File: config.mk
export PLATFORM = sky130hd
export DESIGN_NAME = xbar_rr_scheduler
export DESIGN_NICKNAME = d
export VERILOG_FILES = /design/src/rtl/xbar_pkg.sv /design/src/rtl/rr_pick4.sv /design/src/rtl/xbar_rr_scheduler.sv
export SDC_FILE = /design/constraint.sdc
export NUM_CORES = 1
export LEC_CHECK = 0
export CORE_ASPECT_RATIO = 0.7
export CORE_UTILIZATION = 51
export CTS_CLUSTER_SIZE = 30
export DETAILED_ROUTE_END_ITERATION = 10
export PLACE_DENSITY = 0.74
export SLEW_MARGIN = 5
export SYNTH_ARGS = -nofsm -noshare
export SYNTH_HDL_FRONTEND = slang
export SYNTH_SLANG_ARGS = --single-unit
File: constraint.sdc
create_clock -name clk -period 3.3 [get_ports clk]
set_input_delay 0.825 -clock clk [delete_from_list [all_inputs] [get_ports clk]]
set_output_delay 0.825 -clock clk [all_outputs]
set_load 0.005 [all_outputs]
File: src/rtl/xbar_pkg.sv
// Shared crossbar definitions: port geometry, packet field positions, scheduler state encoding.
package xbar_pkg;
  localparam int NPORTS    = 4;
  localparam int PORT_W    = 2;
  localparam int VALID_BIT = 14;
  localparam int DEST_HI   = 12;
  localparam int DEST_LO   = 11;
  localparam int SRC_HI    = 9;
  localparam int SRC_LO    = 8;
  localparam int PLD_HI    = 7;
  localparam int PLD_LO    = 0;

  typedef enum logic {
    SCHED_IDLE = 1'b0,
    SCHED_HOLD = 1'b1
  } sched_state_e;

  function automatic logic [PORT_W-1:0] next_port(input logic [PORT_W-1:0] p);
    return p + 2'd1;
  endfunction
endpackage

File: src/rtl/rr_pick4.sv
// Combinational 4-way rotate-priority picker: first set req bit at or above ptr, wrapping mod 4.
module rr_pick4 (
  input  logic [3:0] req,
  input  logic [1:0] ptr,
  output logic       hit,
  output logic [1:0] idx
);
  logic [1:0] cur;

  // Walk from the farthest offset down so the nearest match to ptr wins last.
  always_comb begin
    hit = 1'b0;
    idx = ptr;
    cur = '0;
    for (int k = 3; k >= 0; k--) begin
      cur = ptr + 2'(k);
      if (req[cur]) begin
        hit = 1'b1;
        idx = cur;
      end
    end
  end
endmodule

File: src/rtl/xbar_rr_scheduler.sv
// Round-robin per-output burst scheduler for the 4x4 crossbar.
// Optional macro XBAR_SCHED_STATS_EN adds per-output saturating conflict counters.
module xbar_rr_scheduler
  import xbar_pkg::*;
#(
  parameter int BURST = 4,
  parameter int CNT_W = 4
) (
  input  logic        clk,
  input  logic        rst,
  input  logic [3:0]  in_valid,
  input  logic [7:0]  in_dest,
  output logic [3:0]  in_ready,
  output logic [3:0]  out_en,
  output logic [7:0]  out_sel,
  output logic [3:0]  dbg_state
`ifdef XBAR_SCHED_STATS_EN
  ,
  output logic [31:0] conflict_cnt
`endif
);
  // Handshake: input i transfers a beat on a cycle where in_valid[i] && in_ready[i];
  // in_ready never depends on in_ready, only on in_valid and registered grant state,
  // and a source must hold in_valid and in_dest steady until it sees the beat accepted.

  sched_state_e     state_q [NPORTS];
  logic [1:0]       sel_q   [NPORTS];
  logic [1:0]       ptr_q   [NPORTS];
  logic [CNT_W-1:0] cnt_q   [NPORTS];
  logic [3:0]       en_q;
  logic [3:0]       busy;
  logic [15:0]      cand;
  logic [3:0]       hit;
  logic [7:0]       pick_idx;

  always_comb begin
    busy     = '0;
    in_ready = '0;
    for (int o = 0; o < NPORTS; o++) begin
      if (en_q[o]) begin
        busy[sel_q[o]]     = 1'b1;
        in_ready[sel_q[o]] = in_valid[sel_q[o]];
      end
    end
  end

  // Inputs already held by some output are masked so two idle outputs never share one.
  always_comb begin
    cand = '0;
    for (int o = 0; o < NPORTS; o++) begin
      for (int i = 0; i < NPORTS; i++) begin
        cand[4*o+i] = in_valid[i] && (in_dest[2*i +: 2] == 2'(o)) && !busy[i];
      end
    end
  end

  for (genvar g = 0; g < NPORTS; g++) begin : g_pick
    rr_pick4 u_pick (
      .req (cand[4*g +: 4]),
      .ptr (ptr_q[g]),
      .hit (hit[g]),
      .idx (pick_idx[2*g +: 2])
    );
  end

`ifdef XBAR_SCHED_STATS_EN
  logic [31:0] cc_q;
  assign conflict_cnt = cc_q;
`endif

  always_ff @(posedge clk) begin
    if (rst) begin
      en_q <= '0;
      for (int o = 0; o < NPORTS; o++) begin
        state_q[o] <= SCHED_IDLE;
        sel_q[o]   <= '0;
        ptr_q[o]   <= '0;
        cnt_q[o]   <= '0;
      end
`ifdef XBAR_SCHED_STATS_EN
      cc_q <= '0;
`endif
    end else begin
      for (int o = 0; o < NPORTS; o++) begin
        case (state_q[o])
          SCHED_IDLE: begin
            if (hit[o]) begin
              state_q[o] <= SCHED_HOLD;
              sel_q[o]   <= pick_idx[2*o +: 2];
              en_q[o]    <= 1'b1;
              cnt_q[o]   <= '0;
`ifdef XBAR_SCHED_STATS_EN
              if ($countones(cand[4*o +: 4]) > 1 && cc_q[8*o +: 8] != 8'hFF)
                cc_q[8*o +: 8] <= cc_q[8*o +: 8] + 8'd1;
`endif
            end
          end
          SCHED_HOLD: begin
            // Early release when the source goes quiet, normal release on the last beat.
            if (!in_valid[sel_q[o]] || cnt_q[o] == CNT_W'(BURST - 1)) begin
              state_q[o] <= SCHED_IDLE;
              en_q[o]    <= 1'b0;
              ptr_q[o]   <= next_port(sel_q[o]);
            end else begin
              cnt_q[o] <= cnt_q[o] + 1'b1;
            end
          end
          default: state_q[o] <= SCHED_IDLE;
        endcase
      end
    end
  end

  always_comb begin
    out_en    = en_q;
    out_sel   = '0;
    dbg_state = '0;
    for (int o = 0; o < NPORTS; o++) begin
      out_sel[2*o +: 2] = sel_q[o];
      dbg_state[o]      = state_q[o];
    end
  end
endmodule

==> results_dict.tcl <==
set metrics [dict create \
    cp.arrival_ns 2.37 \
    ys_warn_count 0 \
    crit_chain "clkdlybuf4s15_1, mux4_2, buf_4, nand3_1, nand3_1, a32o_1, dlygate4sd2_1" \
    cts-root-buf "clkbuf_8" \
    cp_num_cells 7 \
    grt_pass1_wl_mm 11.6 \
    antenna_found_initial 0 \
    synth_seq_cells 40 \
    drv_cap 0 \
    synth.distinct_cells 57 \
    syn_area_per_cell_um2 9.63 \
    final_max_slew_viol_count 0 \
    synth_edf_count 36 \
    slowest_stage "mux4_2" \
    slew_headroom_pct 63.4 \
    synth_largest_area_cell "edfxtp_1" \
    grt_pass1_vias 2317 \
    crit_path_max_fanout 4 \
    yosysTopAreaCellShare_pct 36.4 \
    final_layout_size_suffix_gt1_share_pct 13.2 \
    synth_flop_cell "edfxtp_1" \
    viasPerCell 6.14 \
    htreeDepth 2 \
    fin_crit_ns 3.19 \
    cp_top_family "buffers and inverters" \
    portBuffers 33 \
    fill_cells 450 \
    drt-total-wl_mm 6.98 \
    fin_crit_sh_pct 96.8 \
    wl_met1_mm 3.51 \
    cp-start-kind "input port" \
    path_class "in2out" \
    fp.dieH_um 65.8 \
    synth_nets 342 \
    wl_met2_mm 2.90 \
    netlist_area_um2 2970 \
    post-synth-top-count-cell "nor2_1" \
    rsz0062_at_grt "false" \
    clock_skew_ns 0.00247 \
    crit_buf_inv 3 \
    setup_viol 0 \
    min-delay-path-class "reg2reg" \
    gp_congestion 0.927 \
    wire_per_inst_um 16.3 \
    pin_count 34 \
    final-seq-area_um2 1160 \
    grt_overflow 0 \
    status "complete, no violations" \
    dr.max_layer_used "met4" \
    synthArstFlopShare_pct 0 \
    clk_latency_ns 0.28 \
    die_area_um2 6130 \
    fmax_ghz 0.313 \
    grtUsageTotal_pct 24.9 \
    grt_max_degree 16 \
    nets 392 \
    ff2ff_path_depth 7 \
    cp-end-kind "output pin" \
    dr.pass1.iters 5 \
    coreArea_um2 5420 \
    syn_inst 308 \
    vdd_drop_max_v 0.000248 \
    crit_required_ns 2.47 \
    multiInputGateArea_um2 1670 \
    hold_slack_ns 0.597 \
    seq_area_frac_synth_pct 39.1 \
    worst_path_most_repeated_cell "nand3_1" \
    cts.sink_count 40 \
    initial_core_util_pct 54.7 \
    synth_area_leaders "edfxtp_1, ha_1, nor2_1" \
    hpwlAfterDp_mm 5.55 \
    die_width_um 93.2 \
    yosys-top-cells-count "nor2_1, edfxtp_1, inv_1, ha_1, a21oi_1" \
    cts_buffers 5 \
    met3WireLength_um 531 \
    cts_tree "done" \
    area_delta_synth_final_pct 20.0 \
    drt_iter0_markers 232 \
    min_path_cells 1 \
    worstMarginPinSlew_ns 0.535 \
    hold_viol 0 \
    fin_util_pct 65.7 \
    antenna_left 0 \
    drc 0 \
    vias 2627 \
    cp_slowest_stage_delay_ns 0.54 \
    power_leakage_uw 0.00141 \
    row_count 22 \
    diodes 0 \
    path_clk_slew_ns 0.07 \
    power_density_nw_per_um2 456 \
    cts.path.max_buffers 2 \
]
-- worst paths after layout --
path / startpoint / slack [ns] / to
worst max-delay path: in_valid[0] / 0.11 / in_ready[0]
worst min-delay path: cnt_q[0][0] / 0.60 / cnt_q[0][0]
worst min register to register: cnt_q[0][0] / 0.60 / cnt_q[0][0]
worst max register to register: sel_q[2][0] / 0.51 / cnt_q[2][0]
-- logic make-up after synthesis --
logic type | Yosys count | share of synthesized area (%)
fa+ha+maj | 20 | 8.44
flops | 40 | 39.1
simple gates | 128 | 23.5
xor+xnor | 7 | 2.07
mux | 4 | 3.04
buf+inv | 33 | 4.93
compound gates | 76 | 18.9
-- registers in the layout (all words and copies together), names as in the netlist --
register,flops
ptr_q,8
sel_q,8
state_q,4
cnt_q,16
out_en,4
-- layer usage --
layer / vias up / GRT usage [%]
met4: 0 / 5.00
met1: 1245 / 39.5
li1: 1261 / -
met2: 117 / 34.8
met5: - / 0
met3: 4 / 4.60
-- final cells by class --
class	count	share of cell area (%)
Multi-Input combinational cell	235	46.8
Clock buffer	5	1.93
Inverter	21	2.21
Timing Repair Buffer	55	13.9
Sequential cell	40	32.6
Tap cell	72	2.53
-- report_power, final --
| group | switching (µW) | internal [µW] |
|---|---|---|
| combinational | 284 | 278 |
| clock | 158 | 136 |
| sequential | 111 | 656 |
| total | 553 | 1070 |
-- timing repair --
action / in CTS / in global routing
gates resized for setup: 18 / 1
pin swaps: 4 / 0
endpoints found under the setup margin: 4 / 1
buffers inserted: 2 / 0
gates cloned: 0 / 0
hold buffers: 0 / 0
-- cell usage in the layout, fill, tap and decap left out, drive strengths merged, types with 3 or more instances in the layout --
cell,netlist,routed
edfxtp,36,36
a41oi,3,3
dlygate4sd2,0,4
ha,20,20
or2,4,4
nor2,39,39
clkdlybuf4s50,0,25
o21bai,5,5
nand2b,8,8
dfxtp,4,4
a31oi,3,3
xnor2,3,3
nand4,16,16
nand2,17,17
and4,5,5
buf,5,22
o221a,3,3
o21ai,11,11
clkbuf,7,6
nor2b,7,7
a2111oi,3,3
and3,5,5
clkdlybuf4s15,0,3
nand3,14,14
a21oi,17,17
and2,3,3
inv,21,21
mux4,4,4
a21o,5,5
a22oi,6,6
o21a,4,4
xor2,4,4
-- per-stage QoR --
stage / area [µm²] / power (µW) / std cells / worst slack [ns] / setup TNS, ns
2_1_floorplan: 2970 / 1090 / 308 / 0.464 / 0
3_3_place_gp: 3480 / 1320 / 422 / -0.369 / -1.36
3_5_place_dp: 3480 / 1330 / 422 / -0.397 / -1.45
4_1_cts: 3580 / 1620 / 429 / 0.0141 / 0
5_1_grt: 3560 / 1720 / 428 / 0.0616 / 0
6_report: 3560 / 1620 / 428 / 0.107 / 0
Power figures use the tool's default switching activity.
